[src/rtl/multicycle_control.sv]
// Control FSM for a multi-cycle RV32I-subset datapath: per-state mux selects and
// strobes, memory handshake with timeout, retired-instruction counter and traps.
`timescale 1ns/1ps
module multicycle_control #(
  parameter int CNT_WIDTH   = 32,
  parameter int MEM_TIMEOUT = 255
) (
  input  logic                 clk,
  input  logic                 reset,
  input  logic [6:0]           opcode,
  input  logic [2:0]           funct3,
  input  logic                 zero,
  input  logic                 mem_ready,
  output logic                 pc_write,
  output logic                 ir_write,
  output logic                 adr_src,
  output logic                 mem_read,
  output logic                 mem_write,
  output logic                 reg_write,
  output logic [1:0]           alu_src_a,
  output logic [1:0]           alu_src_b,
  output logic [1:0]           alu_op,
  output logic [1:0]           result_src,
  output logic                 illegal,
  output logic                 bus_err,
  output logic [CNT_WIDTH-1:0] instr_count,
  output logic [3:0]           state
);

  typedef enum logic [3:0] {
    S_FETCH    = 4'd0,
    S_DECODE   = 4'd1,
    S_MEMADR   = 4'd2,
    S_MEMREAD  = 4'd3,
    S_MEMWB    = 4'd4,
    S_MEMWRITE = 4'd5,
    S_EXECR    = 4'd6,
    S_EXECI    = 4'd7,
    S_ALUWB    = 4'd8,
    S_BRANCH   = 4'd9,
    S_JALR     = 4'd10,
    S_JAL      = 4'd11,
    S_TRAP     = 4'd15
  } state_t;

  localparam logic [6:0] OP_LOAD  = 7'b0000011;
  localparam logic [6:0] OP_STORE = 7'b0100011;
  localparam logic [6:0] OP_R     = 7'b0110011;
  localparam logic [6:0] OP_I     = 7'b0010011;
  localparam logic [6:0] OP_BR    = 7'b1100011;
  localparam logic [6:0] OP_JAL   = 7'b1101111;
  localparam logic [6:0] OP_JALR  = 7'b1100111;
  localparam logic [7:0] WAIT_LAST = 8'(MEM_TIMEOUT - 1);

  state_t               r_state;
  state_t               w_next;
  logic [7:0]           r_wait_cnt;
  logic [CNT_WIDTH-1:0] r_instr_count;
  logic                 r_illegal;
  logic                 r_bus_err;
  logic                 w_mem_state;
  logic                 w_mem_wait;
  logic                 w_timeout;
  logic                 w_retire;
  logic                 w_branch_taken;
  logic                 w_enter_wait;

  assign w_mem_state = (r_state == S_FETCH) || (r_state == S_MEMREAD) || (r_state == S_MEMWRITE);
  assign w_mem_wait  = w_mem_state && !mem_ready;
  // A ready arriving on the last allowed cycle still completes the access.
  assign w_timeout   = w_mem_wait && (r_wait_cnt == WAIT_LAST);
  assign w_enter_wait = (w_next != r_state) &&
                        ((w_next == S_FETCH) || (w_next == S_MEMREAD) || (w_next == S_MEMWRITE));

  always_comb begin
    w_branch_taken = 1'b0;
    case (funct3)
      3'b000:  w_branch_taken = zero;
      3'b001:  w_branch_taken = ~zero;
      default: w_branch_taken = 1'b0;
    endcase
  end

  always_comb begin
    pc_write   = 1'b0;
    ir_write   = 1'b0;
    adr_src    = 1'b0;
    mem_read   = 1'b0;
    mem_write  = 1'b0;
    reg_write  = 1'b0;
    alu_src_a  = 2'b00;
    alu_src_b  = 2'b00;
    alu_op     = 2'b00;
    result_src = 2'b00;
    w_retire   = 1'b0;
    w_next     = r_state;
    case (r_state)
      S_FETCH: begin
        mem_read   = 1'b1;
        alu_src_b  = 2'b10;
        result_src = 2'b10;
        pc_write   = mem_ready;
        ir_write   = mem_ready;
        if (mem_ready)      w_next = S_DECODE;
        else if (w_timeout) w_next = S_TRAP;
      end
      S_DECODE: begin
        alu_src_a = 2'b01;
        alu_src_b = 2'b01;
        case (opcode)
          OP_LOAD, OP_STORE: w_next = S_MEMADR;
          OP_R:              w_next = S_EXECR;
          OP_I:              w_next = S_EXECI;
          OP_BR:             w_next = S_BRANCH;
          OP_JAL:            w_next = S_JAL;
          OP_JALR:           w_next = S_JALR;
          default:           w_next = S_TRAP;
        endcase
      end
      S_MEMADR: begin
        alu_src_a = 2'b10;
        alu_src_b = 2'b01;
        w_next    = (opcode == OP_LOAD) ? S_MEMREAD : S_MEMWRITE;
      end
      S_MEMREAD: begin
        adr_src  = 1'b1;
        mem_read = 1'b1;
        if (mem_ready)      w_next = S_MEMWB;
        else if (w_timeout) w_next = S_TRAP;
      end
      S_MEMWB: begin
        result_src = 2'b01;
        reg_write  = 1'b1;
        w_retire   = 1'b1;
        w_next     = S_FETCH;
      end
      S_MEMWRITE: begin
        adr_src   = 1'b1;
        mem_write = 1'b1;
        if (mem_ready) begin
          w_retire = 1'b1;
          w_next   = S_FETCH;
        end else if (w_timeout) begin
          w_next = S_TRAP;
        end
      end
      S_EXECR: begin
        alu_src_a = 2'b10;
        alu_op    = 2'b10;
        w_next    = S_ALUWB;
      end
      S_EXECI: begin
        alu_src_a = 2'b10;
        alu_src_b = 2'b01;
        alu_op    = 2'b10;
        w_next    = S_ALUWB;
      end
      S_ALUWB: begin
        reg_write = 1'b1;
        w_retire  = 1'b1;
        w_next    = S_FETCH;
      end
      S_BRANCH: begin
        alu_src_a = 2'b10;
        alu_op    = 2'b01;
        pc_write  = w_branch_taken;
        w_retire  = 1'b1;
        w_next    = S_FETCH;
      end
      S_JALR: begin
        alu_src_a = 2'b10;
        alu_src_b = 2'b01;
        w_next    = S_JAL;
      end
      S_JAL: begin
        alu_src_a = 2'b01;
        alu_src_b = 2'b10;
        pc_write  = 1'b1;
        w_next    = S_ALUWB;
      end
      S_TRAP:  w_next = S_TRAP;
      default: w_next = S_FETCH;
    endcase
  end

  always_ff @(posedge clk or posedge reset) begin
    if (reset) begin
      r_state       <= S_FETCH;
      r_wait_cnt    <= 8'd0;
      r_instr_count <= '0;
      r_illegal     <= 1'b0;
      r_bus_err     <= 1'b0;
    end else begin
      r_state <= w_next;
      if (w_enter_wait)    r_wait_cnt <= 8'd0;
      else if (w_mem_wait) r_wait_cnt <= r_wait_cnt + 8'd1;
      if (w_retire)        r_instr_count <= r_instr_count + CNT_WIDTH'(1);
      if ((r_state == S_DECODE) && (w_next == S_TRAP)) r_illegal <= 1'b1;
      if (w_timeout)       r_bus_err <= 1'b1;
    end
  end

  assign illegal     = r_illegal;
  assign bus_err     = r_bus_err;
  assign instr_count = r_instr_count;
  assign state       = r_state;

endmodule

[config.mk]
export PLATFORM = sky130hd
export DESIGN_NAME = multicycle_control
export DESIGN_NICKNAME = d
export VERILOG_FILES = /design/src/rtl/multicycle_control.sv
export SDC_FILE = /design/constraint.sdc
export NUM_CORES = 1
export LEC_CHECK = 0
export CAP_MARGIN = 10
export CORE_UTILIZATION = 50
export CTS_CLUSTER_SIZE = 8
export DETAILED_ROUTE_END_ITERATION = 7
export GPL_TIMING_DRIVEN = 0
export PLACE_DENSITY = 0.87
export REMOVE_ABC_BUFFERS = 1
export SLEW_MARGIN = 20
export SYNTH_ARGS = -nofsm -noshare
export SYNTH_HDL_FRONTEND = slang
export SYNTH_SLANG_ARGS = --single-unit
[constraint.sdc]
create_clock -name clk -period 2.55 [get_ports clk]
set_input_delay 0.51 -clock clk [delete_from_list [all_inputs] [get_ports clk]]
set_output_delay 0.51 -clock clk [all_outputs]
set_load 0.005 [all_outputs]
==> reports/metrics.yaml <==
status: "finished, violations left"
violations: "design-rule violations, negative setup slack"
rows: 27
regToRegEndpoint: "instr_count[29]"
yosysTopAreaCell: "dfrtp_1"
worstPathArrival_ns: 2.79
cp-end-kind: "flip-flop"
whs_path_depth: 1
ff2ff_path_depth: 9
setup_violations: 2
clock_skew_ns: 0.00823
power.share.sequential: 0.257
fin_ws_ns: -0.0202
synth-main-ff-cell: "dfrtp_1"
route.detailed.drc: 1
hp-start: "bus_err"
grt_pass1_vias: 2478
routed_wl_mm: 8.30
gr-total-overflow: 0
drtPass1Iterations: 7
grt_pass1_wl_mm: 11.8
ys_types: 61
ant_nets: 0
drt_iter0_markers: 329
fill_cells: 363
ys_seq_area_frac: 0.406
p_comb_frac: 0.607
p_per_area_mw_per_mm2: 994
portBuffers: 65
ys_top_cells_by_area: "dfrtp_1 (41%), xnor2_1 (8.6%), xor2_1 (4.3%), nand2_1 (3.6%), nor2_1 (3.2%)"
slew_violations: 0
cts_tree: "yes"
multi_input_area_mm2: 0.00172
cts_hold_buffers: 0
swShare: 0.428
crit_fanout: 10
diodes: 0
num_vias: 2868
grt.total_usage: 0.246
fmax_mhz: 389
grt_max_degree: 30
hpwl_mm: 4.73
synth_cells: 302
cts_buffers: 5
fin_crit_ns: 2.57
cts_max_path_buffers: 2
synth_warnings: 0
initial_core_util: 0.519
vias_per_cell: 6.26
r2r_setup_slack_ns: -0.02
root_buffer: "clkbuf_8"
die-area_mm2: 0.00598
holdPathEnd: "bus_err"
p_int_mw: 2.26
r2r-start: "state[0]"
required_ns: 2.76
ff_latch_area_mm2: 0.00117
synth_area_mm2: 0.00284
hp-class: "reg -> reg"
synth_area_per_cell_um2: 9.40
syn_to_final_growth_pct: 40.0
startpoint_type: "flip-flop"
netlist.area_leader.share: 0.406
peakVddDrop_uv: 652
placed_area_mm2: 0.00353
synth_seq_cells: 46
dieWidth_um: 77.3
maxSlewHeadroom: 0.600
drive_gt1_frac: 0.176
rsz0062_at_grt: "yes"
synthArstFlopShare: 1.00
maxCapViolations: 0
h-tree-depth: 2
finalCritPeriodShare: 1.01
hold_ws_ns: 0.475
hold_violations: 0
fp.dieH_um: 77.3
worstSetupPathType: "reg -> reg"
core_area_mm2: 0.00547
final_cell_area_mm2: 0.00397
antenna_found_initial: 0
leakage_nw: 1.62
synth_edf_count: 0
wl_per_cell_um: 18.1
total_power_mw: 3.95
switchingPower_mw: 1.69
cts.sinks: 46
tightest_slew_ns: 0.595
clkPwrFrac: 0.136
ios: 66
gp_congestion: 0.886
nets: 402
worst_skew_pair.late_latency_ns: 0.30
clkTransAtPathRegs_ns: 0.09
post-route-util: 0.726
## metrics by stage
step	worst slack (ns)	setup TNS, ns	instances
2_1_floorplan	-0.0209	-0.0436	290
5_1_grt	-0.105	-0.493	458
3_3_place_gp	-0.645	-11.17	427
6_report	-0.0202	-0.0259	458
3_5_place_dp	-0.657	-12.06	428
4_1_cts	0.00351	0	442
## state kept, by name, indices dropped and copies added (netlist names)
name,flops
r_wait_cnt,8
instr_count,32
bus_err,1
illegal,1
state,4
## metal layers
metal  global-route usage  wire length, um
met4               0.0906              246
met5                    0                0
met1                0.328             3290
met2                0.400             4020
met3               0.0447              742
## cell usage after synthesis, types with 5 or more instances
cell       number
nor3_1          7
dfrtp_1        46
a21oi_1        10
xor2_1         14
inv_1           8
or3_1           6
o21ai_0        14
nand3_1         9
o2111ai_1       7
xnor2_1        28
nand4_1        14
o21ai_1        11
nor2_1         24
nand2_1        27
and3_1          5
## how the worst max path moves through the flow
stage	start	to	slack [ns]	cells after the start
2_1_floorplan	state[3]	r_wait_cnt[1]	-0.02	6
5_1_grt	state[0]	instr_count[29]	-0.11	9
3_5_place_dp	mem_ready	r_wait_cnt[2]	-0.66	7
3_3_place_gp	mem_ready	r_wait_cnt[2]	-0.64	7
4_1_cts	opcode[4]	r_wait_cnt[2]	0.004	7
6_report	state[0]	instr_count[29]	-0.02	9
## cell usage in the layout (no fill, tap or decap), types with 4 or more instances in the layout
cell type / n
nand3_1: 9
o21ai_0: 13
a21oi_1: 10
and3_1: 5
dfrtp_4: 4
buf_4: 17
clkbuf_8: 5
nor2_1: 24
clkdlybuf4s50_1: 61
dfrtp_1: 42
or3_1: 5
xnor2_1: 28
nand2_1: 27
nand4_1: 14
o21ai_1: 9
nor3_1: 6
o2111ai_2: 4
xor2_1: 13
inv_1: 6
## kinds of logic (layout without fill, tap and decap cells)
group / count (synthesis) / count (layout) / share of synthesized area
adders and majority gates: 3 / 3 / 0.0132
AOI/OAI and AO/OA: 67 / 67 / 0.176
muxes: 1 / 1 / 0.00397
xor gates and xnor gates: 42 / 42 / 0.130
buffers and inverters: 21 / 105 / 0.0353
DFF: 46 / 46 / 0.406
and+or+nand+nor: 122 / 122 / 0.236
## layout make-up
type                    count  area share
repair buffers             88       0.214
inverters                   9     0.00850
clock buffers               6      0.0183
multi-input cells         235       0.433
clock inverters             2     0.00945
well taps                  72      0.0227
flip-flops and latches     46       0.293
## power by group through the flow
| stage | Clock, mW | Sequential, mW | Combinational, mW |
|---|---|---|---|
| 6_report | 0.538 | 1.01 | 2.40 |
| 5_1_grt | 0.573 | 1.02 | 2.53 |
| 4_1_cts | 0.539 | 1.02 | 1.90 |
| 3_5_place_dp | 0 | 1.10 | 1.66 |
| 3_3_place_gp | 0 | 1.09 | 1.63 |
| 2_1_floorplan | 0 | 1.05 | 1.02 |
## critical path, cell delays in order (launching register included)
cell and delay, ns:
dfrtp_4 0.50, buf_8 0.15, buf_4 0.14, buf_4 0.12
nand2b_1 0.09, a21oi_1 0.14, nor4_2 0.55, nand4_1 0.35
nor2_1 0.25, xor2_1 0.20
## repair_timing
| item | in CTS | in global routing |
|---|---|---|
| buffers inserted | 6 | 16 |
| gates resized for setup | 17 | 31 |
| pin swaps | 6 | 16 |
| setup endpoints to repair | 38 | 25 |
| gates cloned | 0 | 0 |
Power figures use the tool's default switching activity.
